`src/rtl/serial_add_sub.sv`:
```
// serial_add_sub: bit-serial two's-complement adder/subtractor, one bit per clock, LSB first.
// A single full_adder with a registered carry does all the arithmetic.
module full_adder (
    input  logic a_i,
    input  logic b_i,
    input  logic c_i,
    output logic s_o,
    output logic c_o
);
    assign s_o = a_i ^ b_i ^ c_i;
    assign c_o = (a_i & b_i) | (c_i & (a_i ^ b_i));
endmodule

module serial_add_sub #(
    parameter int WIDTH = 8
) (
    input  logic             clk_i,
    input  logic             rst_i,
    input  logic             start_i,
    input  logic             sub_i,
    input  logic [WIDTH-1:0] a_i,
    input  logic [WIDTH-1:0] b_i,
    output logic             busy_o,
    output logic             done_o,
    output logic [WIDTH-1:0] result_o,
    output logic             carry_o,
    output logic             overflow_o
);
    localparam int CW = $clog2(WIDTH);

    typedef enum logic [1:0] {IDLE, RUN, DONE} state_e;

    state_e           state_q, state_d;
    logic [WIDTH-1:0] sh_a_q, sh_a_d, sh_b_q, sh_b_d, sh_r_q, sh_r_d, result_q, result_d;
    logic [CW-1:0]    cnt_q, cnt_d;
    logic             cy_q, cy_d, carry_q, carry_d, ovf_q, ovf_d;
    logic             sum, cout, accept, last;

    full_adder u_fa (
        .a_i(sh_a_q[0]),
        .b_i(sh_b_q[0]),
        .c_i(cy_q),
        .s_o(sum),
        .c_o(cout)
    );

    assign accept = start_i && state_q != RUN;
    assign last   = state_q == RUN && cnt_q == CW'(WIDTH - 1);

    always_ff @(posedge clk_i) begin
        if (rst_i) state_q <= IDLE;
        else       state_q <= state_d;
    end

    always_comb begin
        state_d = state_q;
        if (accept)                state_d = RUN;
        else if (last)             state_d = DONE;
        else if (state_q == DONE)  state_d = IDLE;
    end

    always_comb begin
        busy_o     = state_q == RUN;
        done_o     = state_q == DONE;
        result_o   = result_q;
        carry_o    = carry_q;
        overflow_o = ovf_q;
    end

    // Subtraction is A + ~B + 1: invert B on load and seed the carry with sub_i.
    always_comb begin
        sh_a_d   = sh_a_q;
        sh_b_d   = sh_b_q;
        sh_r_d   = sh_r_q;
        cnt_d    = cnt_q;
        cy_d     = cy_q;
        result_d = result_q;
        carry_d  = carry_q;
        ovf_d    = ovf_q;
        if (accept) begin
            sh_a_d = a_i;
            sh_b_d = b_i ^ {WIDTH{sub_i}};
            cy_d   = sub_i;
            cnt_d  = '0;
        end else if (state_q == RUN) begin
            sh_a_d = sh_a_q >> 1;
            sh_b_d = sh_b_q >> 1;
            sh_r_d = {sum, sh_r_q[WIDTH-1:1]};
            cy_d   = cout;
            cnt_d  = cnt_q + 1'b1;
        end
        if (last) begin
            result_d = {sum, sh_r_q[WIDTH-1:1]};
            carry_d  = cout;
            ovf_d    = cy_q ^ cout;
        end
    end

    always_ff @(posedge clk_i) begin
        if (rst_i) begin
            sh_a_q   <= '0;
            sh_b_q   <= '0;
            sh_r_q   <= '0;
            cnt_q    <= '0;
            cy_q     <= 1'b0;
            result_q <= '0;
            carry_q  <= 1'b0;
            ovf_q    <= 1'b0;
        end else begin
            sh_a_q   <= sh_a_d;
            sh_b_q   <= sh_b_d;
            sh_r_q   <= sh_r_d;
            cnt_q    <= cnt_d;
            cy_q     <= cy_d;
            result_q <= result_d;
            carry_q  <= carry_d;
            ovf_q    <= ovf_d;
        end
    end
endmodule

```
`config.mk`:
```
export PLATFORM = sky130hd
export DESIGN_NAME = serial_add_sub
export DESIGN_NICKNAME = d
export VERILOG_FILES = /design/src/rtl/serial_add_sub.sv
export SDC_FILE = /design/constraint.sdc
export NUM_CORES = 1
export LEC_CHECK = 0
export ABC_CLOCK_PERIOD_IN_PS = 1200
export BUFFER_PORTS_ARGS = -buffer_cell sky130_fd_sc_hd__clkbuf_2
export CAP_MARGIN = 20
export CORE_ASPECT_RATIO = 0.75
export CORE_MARGIN = 1.5
export CORE_UTILIZATION = 40
export CTS_BUF_LIST = sky130_fd_sc_hd__clkbuf_16
export CTS_CLUSTER_DIAMETER = 200
export DETAILED_ROUTE_END_ITERATION = 12
export SYNTH_ARGS = -nofsm -noshare
export SYNTH_HDL_FRONTEND = slang
export SYNTH_SLANG_ARGS = --single-unit
```
`constraint.sdc`:
```
create_clock -name clk_i -period 1.2 [get_ports clk_i]
set_input_delay 0.18 -clock clk_i [delete_from_list [all_inputs] [get_ports clk_i]]
set_output_delay 0.18 -clock clk_i [all_outputs]
set_load 0.005 [all_outputs]
```
# [After elaboration in Yosys (flattened, before gate mapping)]
# Cells that the tools add are included.
[op_classes] addsub=1 n_eq_ne=4 mux=9 n_reduce_logical=7 bitwise=8
[ops] op="8-bit 2-to-1 mux" count=4
[ops] op="8-bit XOR" count=1
[ops] op="2-bit 2-to-1 mux" count=2
[ops] op="2-bit nonzero test" count=2
[ops] op="3-bit by 1-bit adder with 3-bit output (second input constant)" count=1
[ops] op="3-bit == test (second input constant)" count=1
[ops] op="1-bit 2-to-1 mux" count=3
[ops] op="3-bit nonzero test" count=1
[ops] op="1-bit XOR" count=3
[ops] op="1-bit bitwise AND" count=2
[ops] op="2-bit by 1-bit == test with 1-bit output (second input constant)" count=1
[ops] op="2-bit == test (second input constant)" count=1
[ops] op="1-bit logical AND" count=2
[ops] op="2-bit by 1-bit != test with 1-bit output (second input constant)" count=1
[ops] op="2-bit AND reduction" count=1
[ops] op="2-bit OR reduction" count=1
[ops] op="1-bit inverter" count=1
[ops] op="1-bit bitwise OR" count=1
[word_totals] out_inout_bits=12 in_bits=20 wordCells=39 ff_bits=40

# [Longest topological paths before layout]
# Gate-level depths: netlist (run 1).
[depth] ltp_word=5 depth_mapped=6 mapped_depth_nobuf=5

# [Modules after synthesis]
# From an unflattened synthesis (run 1), not the netlist that was laid out.
[hier_totals] cells_unflattened=190 area_unflattened_um2=1664.1
[modules_own_cells] mod="serial_add_sub" cells_each=189 area_each_um2=1644.1 instances=1
[modules_own_cells] mod="full_adder" cells_each=1 area_each_um2=20.0 instances=1

# [Worst setup path after synthesis (run 1)]
# OpenSTA, ideal clock, no wires.
[synth_timing] path_kind="flip-flop to flip-flop" startpoint="register cnt_q[0]" endpoint="register ovf_q (netlist: overflow_o)" path_stages_with_launch=6 arrival_ns=1.185 slack_ns=-0.070 required_time_ns=1.114 path_cell_list="dfxtp_1 -> ha_1 -> ha_1 -> and3b_1 -> buf_2 -> a211oi_1"
[synth_between] elab_chain_len=2
[synth_lines] item="start: declaration" line="35" text="logic [CW-1:0] cnt_q, cnt_d;"
[synth_lines] item="start signal: assignment" line="113" text="cnt_q <= cnt_d;"
[synth_lines] item="3-bit == test" line="48" text="assign last = state_q == RUN && cnt_q == CW'(WIDTH - 1);"
[synth_lines] item="1-bit logical AND" line="48"
[synth_lines] item="end signal: assignment" line="117" text="ovf_q <= ovf_d;"
[synth_lines] item="end: declaration" line="36" text="logic cy_q, cy_d, carry_q, carry_d, ovf_q, ovf_d;"
# No other way between the ends.
# A chain may end at the register's enable or synchronous reset.

# [Final worst setup path (run 1)]
[layout_timing] startpoint="register cnt_q[1]" endpoint="register result_q[4] (netlist: result_o[4])"
[layout_between] elab_chain_len=2
[layout_lines] item="3-bit == test" line="48"
[layout_lines] item="1-bit logical AND" line="48"
[layout_lines] item="end signal: assignment" line="115" text="result_q <= result_d;"
[layout_lines] item="end: declaration" line="34" text="logic [WIDTH-1:0] sh_a_q, sh_a_d, sh_b_q, sh_b_d, sh_r_q, sh_r_d, result_q, result_d;"
# No other way between the ends.

==> metrics.txt, run 1 <==
clock buffer depth 2; sequential element share of the synthesized area 47.0%; grt total ovfl 0; layout cell share with drive strength beyond 1 35.6%; number of setup violations in the final report 10; mux contribution to synthesized area 5.42%; clk sinks 39; Final Max Tran Viols 0; Adder-Cell Fraction of Synth Area 2.71%; Synth Area in Compound Gates 17.2%; Final min period 1.27 ns; DP Cell Count 273; CTS tree built; worst hold path type in -> reg; Psw 722 uW; 1st-pass router iterations 4; layout net count 258; Pint 2.50 mW; Max VDD drop 0.812 mV; Setup TNS Final -0.521 ns; Comb pwr share 11.6%; initial antenna violation count 0; 1st-iter DRT viols 59; WL per Instance 12.5 um; worst-path fanout max 7; Clock Power Share 45.4%; XOR/XNOR share of the synthesized area 4.74%; Ports 32; Worst EP required 1.36 ns; clock latency on the worst-skew pair 0.28 ns; Port-buffer cells 31; pwr dens 1420 nW/um2; dpl hpwl 2.16 mm; sequential share of power 43.1%; wire length of the first global-routing pass 5.94 mm; largest net degree at the start of global routing 31; slew at the pin with the worst max-slew slack 0.361 ns; CP endpoint kind flip-flop; switching share of power 22.4%; core box area 4030 um2; Final Cycle Share 106%; Crit Path Class reg -> reg; DP Worst Slack -0.0899 ns; final worst slack -0.0728 ns; fill cell count 385; startpoint types flip-flop; H-tree depth 2; Post-Route WL 3.64 mm; syn nets 213; clock slew at reported path FFs 0.06 ns; highest clock rate 786 MHz; Area after DPL 1930 um2; gr usage total 17.4%; leakage 0.921 nW; main combinational cell family by area after synthesis simple AND/OR/NAND/NOR gates; clk_skew 0.00615 ns; Placer Congestion 0.755; number of synthesized register bits 39; antenna violation net count after detailed routing 0; most frequent cells in the layout nand2_1, dfxtp_1, clkbuf_2; clock root cell clkbuf_16; number of global-route vias before repair 1242; Worst EP arrival 1.44 ns; CTS buffer count 5; YS warnings 0; Synth Area per Inst 8.75 um2; final instance area 2270 um2; diode count 0; Die ar. 4560 um2; Initial Util 41.3%; Slew HR 75.9%; vias per cell 4.86; via count 1415; commonest non-fill, non-tap cell in the layout nand2_1; non-filler cells in the finished layout 291; max-capacitance violation count 0; RSZ-0062 raised after global routing yes; violated checks negative setup slack; Die Height 58.8 um; Mapped Area 1660 um2; status finished with violations; Hold Fails Final Rpt 0; Synth cell types 25; Cell Rows 20; Die Wd 77.5 um; drc violations 0; P&R area growth vs syn 36.3%; Simple-Gate Fraction of Synth Area 17.6%; Synth Instances 190
[area by class of cell]
cell class                      instances  area (um2)  area share, %
Timing Repair inverter                  2        15.0          0.662
Tap cell                               55        68.8           3.04
Timing Repair Buffer                   50         334           14.7
Sequential cell                        39         795           35.0
Clock inverter                          3        38.8           1.71
Multi-Input combinational cell        135         871           38.4
Inverter                                2        20.0          0.883
Clock buffer                            5         125           5.52
[final timing paths]
check | startpoint | end | slack, ns | cells past startpoint
min | a_i[0] | sh_a_q[0] | 0.22 | 3
max reg2reg | cnt_q[1] | result_o[4] | -0.07 | 6
max | cnt_q[1] | result_o[4] | -0.07 | 6
min reg2reg | result_o[1] | result_o[1] | 0.45 | 2
[flip-flops by register name (all words and copies together), names as in the netlist]
| register | count |
|---|---|
| cy_q | 1 |
| overflow_o | 1 |
| carry_o | 1 |
| state_q | 2 |
| cnt_q | 3 |
| sh_a_q | 8 |
| sh_r_q | 7 |
| result_o | 8 |
| sh_b_q | 8 |
[critical path, stage by stage, from the launching register on]
cell and delay [ns]:
dfxtp_4 0.35, ha_4 0.16, ha_4 0.15, and3b_2 0.22, buf_6 0.14, nand2_1 0.08, a21oi_2 0.05
[cells in the mapped netlist, drive strengths merged]
library cell,number,share of area (%)
clkbuf,3,0.68
nor3,2,0.60
mux2i,9,5.4
fa,1,1.2
a21oi,26,8.1
nand3b,4,1.8
xnor2,9,4.7
ha,2,1.5
inv,2,0.60
buf,11,4.1
nand2b,2,0.75
dfxtp,39,47
nor2b,1,0.38
a2111oi,2,1.4
a211oi,9,4.1
and3b,1,0.53
nand2,41,9.3
nor2,19,4.3
a211o,7,3.7
[cell families after synthesis]
group	Yosys count
xor+xnor	9
mux	9
flops	39
simple gates	70
compound gates	44
buf+inv	16
fa+ha+maj	3
[per-layer routing]
metal  vias to the layer above  track usage (%)  part of all wire [%]
li1                        734                -                     -
met1                       654             23.3                    52
met2                        23             25.7                    44
met3                         4             6.51                   3.3
met4                         0             6.23                   1.0
met5                         -                0                     0
[timing repair]
action / in CTS / in global routing
setup endpoints to repair: 21 / 15
setup buffers: 1 / 7
resized for setup: 17 / 15
pin swaps: 1 / 2
gates cloned: 1 / 1
hold buffers: 0 / 0
[stage by stage]
step	power [mW]	hold slack, ns	utilization [%]
global route	3.37	0.236	56.3
global placement	1.74	0.443	47.9
finish	3.23	0.220	56.3
CTS	3.22	0.221	53.6
detailed placement	1.74	0.447	47.9
floorplan	1.64	0.268	-
[power groups by stage]
stage          logic (mW)  registers [mW]  clock network [mW]
5_1_grt             0.411            1.40                1.56
6_report            0.373            1.39                1.46
3_3_place_gp        0.321            1.42                   0
3_5_place_dp        0.324            1.42                   0
4_1_cts             0.340            1.39                1.49
2_1_floorplan       0.229            1.41                   0
Power figures use the tool's default switching activity.
==> run 2: changes to the inputs <==
--- a/config.mk
+++ b/config.mk
@@ -9,7 +9,6 @@
 export BUFFER_PORTS_ARGS = -buffer_cell sky130_fd_sc_hd__clkbuf_2
 export CAP_MARGIN = 20
 export CORE_ASPECT_RATIO = 0.75
-export CORE_MARGIN = 1.5
 export CORE_UTILIZATION = 40
 export CTS_BUF_LIST = sky130_fd_sc_hd__clkbuf_16
 export CTS_CLUSTER_DIAMETER = 200
==> metrics.txt, run 2 (synthesis gave the netlist of run 1 again) <==
clk_skew 0.00279 ns (-0.00336 ns); Final Cycle Share 105% (-1.1 points); Post-Route WL 3.58 mm (-1.8%); vias per cell 5.05 (+3.9%); Port-buffer cells 31 (unchanged); clock slew at reported path FFs 0.05 ns (about the same); Cell Rows 19 (-5.0%); clock root cell clkbuf_16; layout net count 255 (-1.2%); status finished with violations; Crit Path Class reg -> reg; Hold Fails Final Rpt 0 (unchanged); Worst EP arrival 1.42 ns (-0.02 ns); initial antenna violation count 0 (unchanged); Final Max Tran Viols 0 (unchanged); dpl hpwl 2.30 mm (+6.3%); wire length of the first global-routing pass 5.89 mm (-0.81%); non-filler cells in the finished layout 283 (-2.7%); H-tree depth 2 (unchanged); worst hold path type in -> reg; Placer Congestion 0.812 (+7.7%); Max VDD drop 0.716 mV (-12%); R2R cell count 6 (unchanged); hold path cells 2 (-1); slew at the pin with the worst max-slew slack 0.306 ns (-0.0548 ns); antenna violation net count after detailed routing 0 (unchanged); Final min period 1.26 ns (-0.0138 ns); hold slack 0.201 ns (-0.0190 ns); 1st-pass router iterations 4 (unchanged); CTS tree built; DP Worst Slack -0.101 ns (-0.0111 ns); via count 1430 (+1.1%); drc violations 0 (unchanged); grt total ovfl 0 (unchanged); post-layout util 57.8% (+1.6 points); clock buffer depth 2 (unchanged); Ports 32 (unchanged); gr usage total 17.1% (-0.23 points); commonest non-fill, non-tap cell in the layout dfxtp_1; Die ar. 4420 um2 (-3.0%); CTS buffer count 5 (unchanged); Initial Util 43.4% (+2.2 points); Die Wd 76.5 um (-1.3%); Slew HR 79.6% (+3.7 points); CP endpoint kind flip-flop; layout cell share with drive strength beyond 1 35.5% (-0.095 points); hold_buf cts 0 (unchanged); most frequent cells in the layout dfxtp_1, nand2_1, clkbuf_2; final instance area 2210 um2 (-2.4%); Setup TNS Final -0.458 ns (+0.0631 ns); pwr dens 1330 nW/um2 (-6.8%); final worst slack -0.0590 ns (+0.0138 ns); Tot Pwr 2.94 mW (-9.0%); highest clock rate 794 MHz (+1.1%); number of global-route vias before repair 1328 (+6.9%); startpoint types flip-flop; 1st-iter DRT viols 59 (unchanged); clock latency on the worst-skew pair 0.27 ns (about the same); worst-path fanout max 5 (-2); largest net degree at the start of global routing 31 (unchanged); Area after DPL 1940 um2 (+0.71%); leakage 0.893 nW (-3.0%); clk sinks 39 (unchanged); DP Cell Count 274 (+0.37%); Die Height 57.8 um (-1.7%); P&R area growth vs syn 33.1%; Worst EP required 1.36 ns (about the same); number of setup violations in the final report 10 (unchanged); max-capacitance violation count 0 (unchanged); violated checks negative setup slack; WL per Instance 12.6 um (+0.94%); diode count 0 (unchanged); RSZ-0062 raised after global routing yes; core box area 3830 um2 (-5.0%)
==> run 2: cell types whose count changed in the layout (fill, tap and decap cells not counted), sizes merged <==
cell    delta
clkinv     -3
bufinv     -1
buf        -2
inv        +1
==> run 2: path summary, 6_finish.rpt <==
check         startpoint           to  slack (ns)
max             cnt_q[0]  result_o[4]       -0.06
min                rst_i    sh_b_q[6]        0.20
max reg2reg     cnt_q[0]  result_o[4]       -0.06
min reg2reg  result_o[6]  result_o[6]        0.46
==> run 2: power breakdown <==
group,internal [mW],leakage (nW),switching [mW]
logic,0.177,0.506,0.183
registers,1.36,0.320,0.0390
clock network,0.737,0.0669,0.444
total,2.27,0.893,0.667
==> run 2: critical path, cell delays in order, from the launching register on <==
cell	delay, ns
dfxtp_2	0.33
ha_4	0.16
ha_4	0.16
and3b_2	0.23
buf_6	0.14
nand2_1	0.06
a21oi_1	0.05
==> run 2: cell type report <==
type,instances,area [um2]
clock inverter,1,3.75
clock buffer,5,125
tap,52,65.1
timing repair buffer,48,327
timing repair inverter,1,6.26
inverter,2,15.0
sequential,39,785
fill,358,1610
multi-input combinational,135,887
==> run 2: routing by layer <==
| metal | GRT usage [%] | wire length [um] | vias up | share of wire (%) |
|---|---|---|---|---|
| li1 | - | - | 724 | - |
| met1 | 22.1 | 1760 | 675 | 49 |
| met2 | 26.6 | 1640 | 23 | 46 |
| met3 | 5.04 | 122 | 8 | 3.4 |
| met4 | 8.24 | 56 | 0 | 1.6 |
| met5 | 0 | 0 | - | 0 |
==> run 2: what timing repair did <==
item,4_1_cts,5_1_grt
cloned,1,0
gates resized for setup,18,15
pin swaps,5,6
endpoints found under the setup margin,15,25
setup buffers,0,2
==> run 3: changes to the inputs <==
--- a/config.mk
+++ b/config.mk
@@ -5,6 +5,7 @@
 export SDC_FILE = /design/constraint.sdc
 export NUM_CORES = 1
 export LEC_CHECK = 0
+export ABC_AREA = 1
 export ABC_CLOCK_PERIOD_IN_PS = 1200
 export BUFFER_PORTS_ARGS = -buffer_cell sky130_fd_sc_hd__clkbuf_2
 export CAP_MARGIN = 20
==> metrics.txt, run 3 <==
most frequent cells in the layout nor2_1, nand2_1, dfxtp_1; CP Capture Point state_q[0]; Max VDD drop 0.648 mV (-9.4%); CP top delay family flip-flops; R2R Path End state_q[0]; number of synthesized register bits 39 (unchanged); top_reg_cell synth dfxtp_1; wire length of the first global-routing pass 6.02 mm (+2.1%); vias per cell 4.67 (-7.5%); clock latency on the worst-skew pair 0.28 ns (about the same); Die Height 58.9 um (+1.9%); hold_buf cts 0 (unchanged); 1st-iter DRT viols 58 (-1.7%); Synth cell types 20 (-20%); Comb pwr share 11.7% (-0.6 points); top-count cell post-synth nor2_1; worst-path cell chain ha_4 -> ha_4 -> inv_2 -> nor2_4 -> buf_6 -> a211oi_2; clk sinks 39 (unchanged); layout cell share with drive strength beyond 1 27.0% (-8.5 points); worst hold path type in -> reg; Psw 742 uW (+11%); max-capacitance violation count 0 (unchanged); Worst EP required 1.38 ns (+0.02 ns); Die Wd 77.9 um (+1.9%); Buf+Inv Stages, Crit Path 2 (+1); main area contributors after synthesis dfxtp_1, nor2_1, nand3_1; startpoint types flip-flop; commonest non-fill, non-tap cell in the layout nor2_1; via count 1537 (+7.5%); syn nets 258 (+21%); gr usage total 17.3% (+0.15 points); CP max stage delay 0.33 ns (about the same); Final Max Tran Viols 0 (unchanged); status completed; area of the multi-input gates 875 um2 (-1.4%); sequential element share of the synthesized area 45.2% (-1.8 points); drc violations 0 (unchanged); Final min period 1.18 ns (-0.0790 ns); dpl hpwl 2.35 mm (+2.4%); Worst EP arrival 1.36 ns (-0.06 ns); Clock Power Share 42.1% (+1.9 points); crit path from cnt_q[1]; R2R setup slack 0.02 ns (+0.08 ns); YS warnings 0 (unchanged); Slew HR 80.2% (+0.64 points); grt total ovfl 0 (unchanged); number of setup violations in the final report 0 (-10); area leader, netlist dfxtp_1; most frequent CP cell ha_4; RSZ-0062 raised after global routing yes; H-tree depth 2 (unchanged); Placer Congestion 0.778 (-4.2%); worst-path fanout max 7 (+2); initial antenna violation count 0 (unchanged); EDFF count, synth 0 (unchanged); Ports 32 (unchanged); number of global-route vias before repair 1310 (-1.4%); Crit Path Class reg -> reg; pwr dens 1360 nW/um2 (+2.2%); Synth top area share 45.2% (-1.8 points); switching share of power 24.5% (+1.8 points); reg-to-reg startpoint cnt_q[1]; Mapped Area 1730 um2 (+3.9%); Final Cycle Share 98.3% (-6.6 points); leakage 1.06 nW (+19%); critical path's slowest cell dfxtp_2; Async SR Flop Fraction 0% (unchanged); register area 790 um2 (+0.64%); CP endpoint kind flip-flop; clk_skew 0.00380 ns (+0.00101 ns); sequential share of power 46.2% (-1.3 points); Setup TNS Final 0 ns (+0.458 ns); fill cell count 423 (+18%); clock slew at reported path FFs 0.06 ns (about the same); Tot Pwr 3.02 mW (+3.0%); layout net count 296 (+16%); clock root cell clkbuf_16; highest clock rate 848 MHz (+6.7%); Worst path depth 6 (unchanged); R2R cell count 6 (unchanged); Die ar. 4590 um2 (+3.8%); post-layout util 54.3% (-3.5 points); Synth Area per Inst 7.35 um2 (-16%); clock buffer depth 2 (unchanged); Hold Fails Final Rpt 0 (unchanged); WL per Instance 11.0 um (-13%); Pint 2.28 mW (+0.55%); CTS tree built; diode count 0 (unchanged); CTS buffer count 5 (unchanged); 1st-pass router iterations 4 (unchanged); Post-synth top cells nor2_1, nand2_1, dfxtp_1, nand3_1, o21ai_0; core box area 4100 um2 (+7.2%); Post-Route WL 3.63 mm (+1.5%); largest net degree at the start of global routing 26 (-16%); Port-buffer cells 31 (unchanged); slew at the pin with the worst max-slew slack 0.297 ns (-0.00876 ns); Cell Rows 20 (+1); P&R area growth vs syn 29.0%; Initial Util 42.1% (-1.3 points); Synth Instances 235 (+24%); antenna violation net count after detailed routing 0 (unchanged)
run 3: cell count changes after synthesis, sizes merged, moves of 8 or more:
cell / delta
nor2: +40
o21ai: +17
inv: +12
a21oi: -21
mux2i: -9
nand3: +31
a211oi: -8
run 3: layout make-up:
class	instances	area share (%)
clock inverter	3	0.898
clock buffer	5	5.61
sequential	39	35.4
tap	55	3.09
timing repair buffer	43	13.4
multi-input combinational	170	39.2
inverter	14	2.36
run 3: worst min path at each step:
stage / cells past startpoint / startpoint / endpoint / slack (ns)
floorplan: 1 / rst_i / state_q[0] / 0.26
global placement: 3 / a_i[7] / sh_a_q[7] / 0.42
detailed placement: 3 / a_i[7] / sh_a_q[7] / 0.43
finish: 3 / a_i[7] / sh_a_q[7] / 0.13
CTS: 3 / a_i[7] / sh_a_q[7] / 0.13
global route: 3 / a_i[7] / sh_a_q[7] / 0.15
run 3: logic make-up (layout without fill, tap and decap cells):
| family | after synthesis | count (layout) | share of synthesized area (%) |
|---|---|---|---|
| buffers and inverters | 26 | 65 | 8.11 |
| adder cells (fa/ha/maj) | 3 | 3 | 2.61 |
| flip-flops | 39 | 39 | 45.2 |
| AND/OR/NAND/NOR | 134 | 134 | 32.2 |
| AO/OA/AOI/OAI | 23 | 23 | 6.81 |
| XOR/XNOR | 10 | 10 | 5.07 |
run 3: power groups by stage:
| stage | clock (mW) | sequential, mW | combinational (mW) |
|---|---|---|---|
| 2_1_floorplan | 0 | 1.41 | 0.232 |
| 3_3_place_gp | 0 | 1.42 | 0.344 |
| 3_5_place_dp | 0 | 1.42 | 0.345 |
| 4_1_cts | 1.32 | 1.39 | 0.351 |
| 5_1_grt | 1.38 | 1.40 | 0.403 |
| 6_report | 1.27 | 1.40 | 0.354 |
run 3: timing repair:
action | 4_1_cts | 5_1_grt
gates cloned | 0 | 0
buffers inserted | 0 | 0
pin swaps | 0 | 7
endpoints found under the hold margin | 0 | 0
gates resized for setup | 17 | 16
endpoints found under the setup margin | 12 | 20
run 3: worst min-delay path: stages:
cell	delay, ns
clkbuf_2	0.08
nand2_1	0.05
a21oi_1	0.05
run 3: metrics by stage:
stage / instance area, um2 / hold slack, ns / worst slack, ns / std cells
floorplan: 1730 / 0.258 / 0.00814 / 235
global placement: 2010 / 0.420 / -0.0981 / 321
detailed placement: 2010 / 0.428 / -0.0735 / 321
CTS: 2180 / 0.130 / 0.00777 / 329
global route: 2230 / 0.146 / -0.0149 / 329
finish: 2230 / 0.132 / 0.0201 / 329
run 3: routing by layer:
layer  track usage (%)  vias up  share of wire, %
li1                  -      819                 -
met1              24.5      674                52
met2              25.3       42                43
met3              4.19        2               5.1
met4              7.14        0              0.58
met5                 0        -                 0
